$ cat src/rtl/multi_countdown.sv
// rtl/multi_countdown.sv - NUM_CH independent BCD countdown timers with bounded ring and shared buzzer
//
// Optional feature macro: AUTO_RELOAD_EN
//   undefined : expiry moves the channel to RING for RING_TICKS ticks, then IDLE
//   defined   : expiry reloads the last loaded value and keeps counting, while a
//               separate ring counter drives ringing for RING_TICKS ticks
//
// Ports:
//   uclock       system clock
//   rst_n        asynchronous active-low reset
//   tick         one-cycle 1 Hz enable, synchronous to uclock
//   ch_sel       channel addressed by commands and by the display read
//   load         load load_val into the selected channel (IDLE/PAUSE only)
//   load_val     BCD value, digit 0 = seconds units
//   start        start/resume the selected channel
//   stop         pause the selected channel
//   clear        selected channel to IDLE with value 0
//   ack          silence the selected channel's ring
//   disp_digits  value of channel ch_sel, 0 when ch_sel is out of range
//   running      per-channel RUN state
//   ringing      per-channel ring active
//   buzz         OR of ringing, registered
//   err          one-cycle pulse on a rejected command
//   Command priority within one cycle: clear > load > stop > start > ack.

module multi_countdown #(
  parameter int NUM_CH     = 4,
  parameter int SEL_W      = 2,
  parameter int DIGITS     = 4,
  parameter int RING_TICKS = 30
) (
  input  logic                  uclock,
  input  logic                  rst_n,
  input  logic                  tick,
  input  logic [SEL_W-1:0]      ch_sel,
  input  logic                  load,
  input  logic [4*DIGITS-1:0]   load_val,
  input  logic                  start,
  input  logic                  stop,
  input  logic                  clear,
  input  logic                  ack,
  output logic [4*DIGITS-1:0]   disp_digits,
  output logic [NUM_CH-1:0]     running,
  output logic [NUM_CH-1:0]     ringing,
  output logic                  buzz,
  output logic                  err
);

  localparam int               VAL_W      = 4 * DIGITS;
  localparam logic [SEL_W:0]   NUM_CH_EXT = (SEL_W + 1)'(NUM_CH);
  localparam logic [7:0]       RING_INIT  = 8'(RING_TICKS);

  typedef enum logic [1:0] {
    ST_IDLE,
    ST_RUN,
    ST_PAUSE,
    ST_RING
  } state_t;

  // Odd digits below the top one are tens of seconds/minutes (0..5);
  // every other digit, including the most significant, runs 0..9.
  function automatic logic [3:0] digit_lim(input int i);
    return ((i % 2 == 1) && (i < DIGITS - 1)) ? 4'd5 : 4'd9;
  endfunction

  function automatic logic bcd_ok(input logic [VAL_W-1:0] v);
    logic ok;
    ok = 1'b1;
    for (int i = 0; i < DIGITS; i++) begin
      if (v[4*i +: 4] > digit_lim(i)) ok = 1'b0;
    end
    return ok;
  endfunction

  // Subtract one with a BCD borrow chain: a zero digit wraps to its limit
  // and passes the borrow upward, e.g. 10:00 -> 09:59.
  function automatic logic [VAL_W-1:0] bcd_dec(input logic [VAL_W-1:0] v);
    logic [VAL_W-1:0] r;
    logic             borrow;
    r      = v;
    borrow = 1'b1;
    for (int i = 0; i < DIGITS; i++) begin
      if (borrow) begin
        if (v[4*i +: 4] == 4'd0) begin
          r[4*i +: 4] = digit_lim(i);
        end else begin
          r[4*i +: 4] = v[4*i +: 4] - 4'd1;
          borrow      = 1'b0;
        end
      end
    end
    return r;
  endfunction

  logic             sel_ok;
  logic             cmd_any;
  logic [NUM_CH-1:0] rej;
  logic [VAL_W-1:0] val_arr [NUM_CH];

  assign sel_ok  = ({1'b0, ch_sel} < NUM_CH_EXT);
  assign cmd_any = clear | load | stop | start | ack;

  for (genvar g = 0; g < NUM_CH; g++) begin : g_ch
    state_t           state;
    logic [VAL_W-1:0] value;
    logic [VAL_W-1:0] dec_val;
    logic [7:0]       ring_cnt;
    logic             hit;
    logic             load_bad;
    logic             start_bad;

    // Any asserted command on this channel consumes the cycle, so a tick
    // arriving together with it is dropped for this channel only.
    assign hit       = sel_ok && cmd_any && (ch_sel == SEL_W'(g));
    assign dec_val   = bcd_dec(value);
    assign load_bad  = (state == ST_RUN) || (state == ST_RING) || !bcd_ok(load_val);
    assign start_bad = (state != ST_RUN) && ((value == '0) || (state == ST_RING));

    // Only the highest-priority asserted command may raise err.
    assign rej[g] = hit && !clear && (load ? load_bad : (!stop && start && start_bad));

    assign running[g] = (state == ST_RUN);
    assign val_arr[g] = value;

`ifdef AUTO_RELOAD_EN
    logic [VAL_W-1:0] reload;

    assign ringing[g] = (ring_cnt != 8'd0);

    always_ff @(posedge uclock or negedge rst_n) begin
      if (!rst_n) begin
        state    <= ST_IDLE;
        value    <= '0;
        reload   <= '0;
        ring_cnt <= 8'd0;
      end else if (hit) begin
        if (clear) begin
          state    <= ST_IDLE;
          value    <= '0;
          reload   <= '0;
          ring_cnt <= 8'd0;
        end else if (load) begin
          if (!load_bad) begin
            value  <= load_val;
            reload <= load_val;
          end
        end else if (stop) begin
          if (state == ST_RUN) state <= ST_PAUSE;
        end else if (start) begin
          if (((state == ST_IDLE) || (state == ST_PAUSE)) && (value != '0)) state <= ST_RUN;
        end else begin
          // ack silences the ring but leaves the count alone
          ring_cnt <= 8'd0;
        end
      end else if (tick) begin
        // The ring timer runs on its own, so it keeps timing out even when paused.
        if (ring_cnt != 8'd0) ring_cnt <= ring_cnt - 8'd1;
        if (state == ST_RUN) begin
          value <= dec_val;
          if (dec_val == '0) begin
            value    <= reload;
            ring_cnt <= RING_INIT;
            if (reload == '0) state <= ST_IDLE;
          end
        end
      end
    end
`else
    assign ringing[g] = (state == ST_RING);

    always_ff @(posedge uclock or negedge rst_n) begin
      if (!rst_n) begin
        state    <= ST_IDLE;
        value    <= '0;
        ring_cnt <= 8'd0;
      end else if (hit) begin
        if (clear) begin
          state    <= ST_IDLE;
          value    <= '0;
          ring_cnt <= 8'd0;
        end else if (load) begin
          if (!load_bad) value <= load_val;
        end else if (stop) begin
          if (state == ST_RUN) state <= ST_PAUSE;
        end else if (start) begin
          if (((state == ST_IDLE) || (state == ST_PAUSE)) && (value != '0)) state <= ST_RUN;
        end else begin
          if (state == ST_RING) begin
            state    <= ST_IDLE;
            ring_cnt <= 8'd0;
          end
        end
      end else if (tick) begin
        case (state)
          ST_RUN: begin
            value <= dec_val;
            if (dec_val == '0) begin
              state    <= ST_RING;
              ring_cnt <= RING_INIT;
            end
          end
          ST_RING: begin
            // The tick that brings the counter to zero ends the ring,
            // giving exactly RING_TICKS ringing ticks after expiry.
            if (ring_cnt <= 8'd1) begin
              state    <= ST_IDLE;
              ring_cnt <= 8'd0;
            end else begin
              ring_cnt <= ring_cnt - 8'd1;
            end
          end
          default: ;
        endcase
      end
    end
`endif
  end

  always_comb begin
    disp_digits = '0;
    for (int i = 0; i < NUM_CH; i++) begin
      if (sel_ok && (ch_sel == SEL_W'(i))) disp_digits = val_arr[i];
    end
  end

  always_ff @(posedge uclock or negedge rst_n) begin
    if (!rst_n) begin
      err  <= 1'b0;
      buzz <= 1'b0;
    end else begin
      err  <= cmd_any && (!sel_ok || (|rej));
      buzz <= |ringing;
    end
  end

endmodule
$ cat config.mk
export PLATFORM = sky130hd
export DESIGN_NAME = multi_countdown
export DESIGN_NICKNAME = d
export VERILOG_FILES = /design/src/rtl/multi_countdown.sv
export SDC_FILE = /design/constraint.sdc
export NUM_CORES = 1
export LEC_CHECK = 0
export CAP_MARGIN = 20
export CORE_MARGIN = 5
export CORE_UTILIZATION = 53
export DETAILED_ROUTE_END_ITERATION = 7
export DONT_BUFFER_PORTS = 1
export MAX_ROUTING_LAYER = met4
export PLACE_DENSITY = 0.77
export REMOVE_ABC_BUFFERS = 1
export SYNTH_ARGS = -nofsm -noshare
export SYNTH_HDL_FRONTEND = slang
export SYNTH_SLANG_ARGS = --single-unit
$ cat constraint.sdc
create_clock -name uclock -period 3.4 [get_ports uclock]
set_input_delay 0.51 -clock uclock [delete_from_list [all_inputs] [get_ports uclock]]
set_output_delay 0.51 -clock uclock [all_outputs]
set_load 0.1 [all_outputs]
---- Word-level counts from Yosys, hierarchy flattened ----
Cells that the tools add are included.
word-level totals
  flip-flop bits (word level) ............. 106
  bits of input ports ..................... 26
  output and inout port bits .............. 26
  logic and storage cells ................. 385
cells by class
  $add $sub $neg .......................... 20
  $lt $le $gt $ge ......................... 8
  equal/unequal tests ..................... 63
  multiplexer cells ....................... 172
  bitwise operators ....................... 4
  reductions and logical operators ........ 104
operators by type and width
  cell                 count
  $mux 16              28
  $mux 8               36
  $logic_not 16->1     8
  $mux 4               28
  $mux 2               44
  $ne 3x3->1 const B   24
  $logic_not 4->1      16
  $pmux 8 s2           4
  $reduce_bool 16->1   4
  $sub 4x1->4 const B  16
  $le 8x1->1 const B   4
  $reduce_and 8->1     4
  $sub 8x1->8 const B  4
  $mux 1               28
  $reduce_and 7->1     4
  $logic_and 1x1->1    26
  $ne 3x1->1 const B   8
  $eq 2x2->1 const B   10
  $ne 5x4->1 const B   4
  $ne 5x5->1 const B   4
  $logic_or 1x1->1     16
  $ne 4x4->1 const B   4
  $pmux 2 s2           4
  $reduce_and 4->1     4
  10 further kinds     39

---- Logic depth before layout (Yosys ltp) ----
  depth in word-level cells ............... 11
  depth in mapped cells ................... 9
  mapped depth without buffers ............ 8

---- Worst setup path after synthesis ----
No wires, ideal clock.
  path type ............................... reg2reg
  from .................................... register g_ch[0].state[0]
  to ...................................... register g_ch[0].value[11]
  setup time .............................. 0.121 ns
  data arrival time ....................... 3.042 ns
  required time ........................... 3.279 ns
  slack ................................... 0.237 ns
  cell stages (with the launch flop) ...... 8
  path buffers ............................ 2
  clock period less this slack ............ 3.163 ns
  path through ............................ dfrtp_1 > clkbuf_1 > nor2b_1 > and3_1 > o32a_1 > clkbuf_1 > o21ai_0 > a22o_1
between the ends
  cells in the longest elaborated chain, start to end .. 5
  elaborated cells between the ends (all ways) .. 7
  those cells by class .................... 3 x eq/ne; 4 x reduce/logical
RTL lines
  item                                 RTL line  RTL
  start: declaration                   104       state_t state;
  start signal: assignment             173       state <= ST_IDLE;
  start signal: assignment             178       state <= ST_IDLE;
  start signal: assignment             184       if (state == ST_RUN) state <= ST_PAUSE;
  $eq 2x1->1 *                         n/a
  via running[0]                       43        output logic [NUM_CH-1:0] running,
  $logic_or 1x1->1 (2 in series)       116       assign load_bad = (state == ST_RUN) || (state == ST_RING) || !bcd_ok(load_val);
  $ne 3x3->1 (no source line)          n/a
  $reduce_and 4->1 (no source line) *  n/a
  end signal: assignment               182       if (!load_bad) value <= load_val;
  end signal: assignment               196       value <= dec_val;
  end: declaration                     105       logic [VAL_W-1:0] value;
Mark *: on every way through the listed nets, which the timed path passes. The rest lies on a longest branch.
A chain may end at the register's enable or synchronous reset.

---- Worst setup path in the final report ----
  from .................................... register g_ch[2].value[0]
  to ...................................... register g_ch[2].state[1]
between the ends
  cells in the longest elaborated chain, start to end .. 8
  elaborated cells between the ends (all ways) .. 15
  those cells by class .................... 1 x add/sub; 2 x eq/ne; 7 x mux; 5 x reduce/logical
RTL lines
  item                                 RTL line  RTL
  start: declaration                   105
  start signal: assignment             182
  start signal: assignment             196
  $logic_not 4->1                      84        if (v[4*i +: 4] == 4'd0) begin
  $mux 1                               84
  $mux 1 (2 in series)                 83        if (borrow) begin
  $mux 4                               83
  $logic_not 16->1                     197       if (dec_val == '0) begin
  $ne 3x1->1 (no source line)          n/a
  $reduce_and 8->1 (no source line) *  n/a
  end signal: assignment               189       state <= ST_IDLE;
  end signal: assignment               198       state <= ST_RING;
  end signal: assignment               206       state <= ST_IDLE;
  end: declaration                     104
Every way passes the cells marked *; elsewhere a longest branch is shown, timed or not.

==> flow_summary.yaml <==
run_status:
  outcome: "complete, no violations"
cells_and_area:
  layout-drive-gt1-share_pct: 9.87
  n_antenna_cell: 0
  layout.nets: 962
  fill_cells: 1252
  area_growth_pct: 7.25
  fin_util_pct: 58.2
  final_cells: 1112
floorplanning:
  initial_core_util_pct: 54.3
  die_h_um: 130
  num_rows: 43
  core_sq_um: 14000
  die_w_um: 130
  io_pins: 52
  fp.dieArea_sq_um: 16800
setup_path:
  r2r_slack_ns: 0.64
  cp.required_ns: 3.64
  worst-path-stages: 6
  cp_top_family: "simple AND/OR/NAND/NOR gates"
  crit_type: "flip-flop to flip-flop"
  path_cells: "or4_1, nor3_1, a31oi_1, a221o_1, o2111ai_1, mux2_2"
  crit_fanout: 9
  cp-end-kind: "flip-flop"
  start_kind: "flip-flop"
  cp_slowest_cell: "or4_1"
  rr_worst_depth: 6
  arrival_ns: 3.00
  crit_buf_inv: 0
  max_stage_delay_ns: 0.75
routing:
  wire_per_inst_um: 20.2
  drc_errors: 0
  vias: 7445
  ant_nets: 0
  drtIter0Drc: 1210
  viasPerCell: 6.70
  routed_wl_um: 22400
  drt-pass1-iter-count: 6
timing:
  slew_headroom_pct: 30.7
  max_freq_mhz: 363
  timing.final.max_slew_violations: 0
  layout_min_cycle_time_ns: 2.76
  fin_skew_ns: 0.0174
  setup_violations: 0
  fin_crit_sh_pct: 81.1
  hold_viol: 0
  finalWorstSetupSlack_ns: 0.642
  worstMarginPinSlew_ns: 1.04
  rsz0062_at_grt: "no"
  whs_ns: 0.0779
logic_synthesis:
  synthDistinctLibCells: 75
  syn_area_sq_um: 7590
  yosys_most_used_dff: "dfrtp_1"
  ys_seq_area_share_pct: 34.9
  synth-edff-count: 0
  syn_avg_cell_area_sq_um: 8.01
  synth.area.top_cells: "dfrtp_1 (35%), o21ai_0 (8.4%), nor2_1 (5.7%)"
  syn_inst: 948
  async_flop_share_pct: 100
  yosys-top-cells-count: "o21ai_0 (127), nor2_1 (115), dfrtp_1 (106)"
  yosysTopAreaCell: "dfrtp_1"
  yosysTopAreaCellShare_pct: 34.9
  ys_seq_elements: 106
  yosysWarnings: 0
  synthMostInstantiatedCell: "o21ai_0"
global_routing:
  grt_pass1_vias: 6587
  grt_pass1_wl_um: 35900
  grt_max_degree: 107
  track_usage_pct: 27.9
  antenna_found_initial: 0
  grt_overflow: 0
power:
  leakagePower_nw: 3.27
  max-vdd-ir-drop_mv: 0.454
  power_density_nw_per_um2: 932
  totalPowerFinal_w: 0.00759
hold_path:
  hold_class: "primary input to asynchronous set/reset pin"
cts:
  cts_tree: "done"
  cts_max_level: 3
  cts_root_buffer: "clkbuf_16"
  clockBufferDepth: 2
  cts_resized: 0
  clock_sinks: 106
  clk_pin_slew_ns: 0.08
  numCtsBuffers: 9
  clock_latency_ns: 0.37
placed_design:
  port_buffers: 0
  place.gp.congestion: 1.01
  pre_cts_ws_ns: 0.669
  dp_hpwl_um: 16400
  dp_cells: 1096
run:
  cap_violations: 0
==> registers in the layout (all words and copies together), names as in the netlist <==
register	count
err	1
g_ch.value	64
buzz	1
g_ch.ring_cnt	32
g_ch.state	8
==> cell usage in the layout (no fill, tap or decap), types with 9 or more instances in the layout <==
| cell | instances |
|---|---|
| nor2b_1 | 21 |
| inv_1 | 37 |
| o22ai_1 | 15 |
| clkbuf_16 | 9 |
| buf_4 | 24 |
| nor2_1 | 114 |
| nand3_1 | 18 |
| or3_1 | 9 |
| nor4_1 | 19 |
| a21o_1 | 11 |
| o21ai_0 | 127 |
| nand2_1 | 70 |
| nor3_1 | 46 |
| nand4_1 | 9 |
| a21oi_1 | 77 |
| mux2_2 | 9 |
| dfrtp_1 | 106 |
| mux4_2 | 15 |
| nand2b_1 | 9 |
| a31oi_1 | 22 |
==> per-stage QoR <==
step | setup TNS (ns) | instance area [sq um]
4_1_cts | 0 | 8150
3_5_place_dp | 0 | 7800
5_1_grt | 0 | 8150
2_1_floorplan | -3.03 | 7360
6_report | 0 | 8150
3_3_place_gp | 0 | 7800
==> metal layers <==
layer  GRT usage [%]  vias up  wire length (um)
li1                -     3487                 -
met1            39.5     3542              9430
met2            40.6      374             10100
met3            4.83       42              2220
met4            9.96        0               695
met5               -        -                 0
==> worst register-to-register path: stages, from the launching register on <==
cell and delay (ns):
dfrtp_1 0.47, or4_1 0.76, nor3_1 0.36, a31oi_1 0.17
a221o_1 0.37, o2111ai_1 0.13, mux2_2 0.38
==> where the power goes <==
group | internal (W) | switching, W | leakage (nW)
clock | 0.000664 | 0.000496 | 0.152
sequential | 0.00176 | 0.000857 | 1.33
combinational | 0.00119 | 0.00263 | 1.78
total | 0.00361 | 0.00398 | 3.27
==> logic make-up (layout without fill, tap and decap cells) <==
family,after synthesis,count (layout),share of synthesized area (%)
XOR/XNOR,1,1,0.115
AO/OA/AOI/OAI,341,341,27.4
flip-flops,106,106,34.9
adder cells (fa/ha/maj),8,8,1.32
buffers and inverters,94,78,4.99
AND/OR/NAND/NOR,365,365,24.0
multiplexers,33,33,7.18
==> final cells by class <==
cell class | instances | area (sq um) | share of cell area [%]
Multi-Input combinational cell | 748 | 4600 | 56.5
Sequential cell | 106 | 2650 | 32.6
Clock buffer | 11 | 243 | 2.98
Tap cell | 180 | 225 | 2.76
Timing Repair Buffer | 25 | 208 | 2.55
Inverter | 38 | 143 | 1.75
Clock inverter | 4 | 76.3 | 0.937
==> worst paths after layout <==
path	startpoint	endpoint
setup / recovery	g_ch[2].value[0]	g_ch[2].state[1]
hold / removal	rst_n	g_ch[2].value[7]
setup reg to reg	g_ch[2].value[0]	g_ch[2].state[1]
hold reg to reg	g_ch[0].ring_cnt[6]	g_ch[0].ring_cnt[6]
max in group asynchronous	rst_n	g_ch[0].ring_cnt[4]
min in group uclock	load	err
==> what timing repair did <==
item | 4_1_cts | 5_1_grt
endpoints found under the hold margin | 106 | 0
setup buffers | 0 | 0
hold buffers | 1 | 0
(Power assumes the default switching activity.)
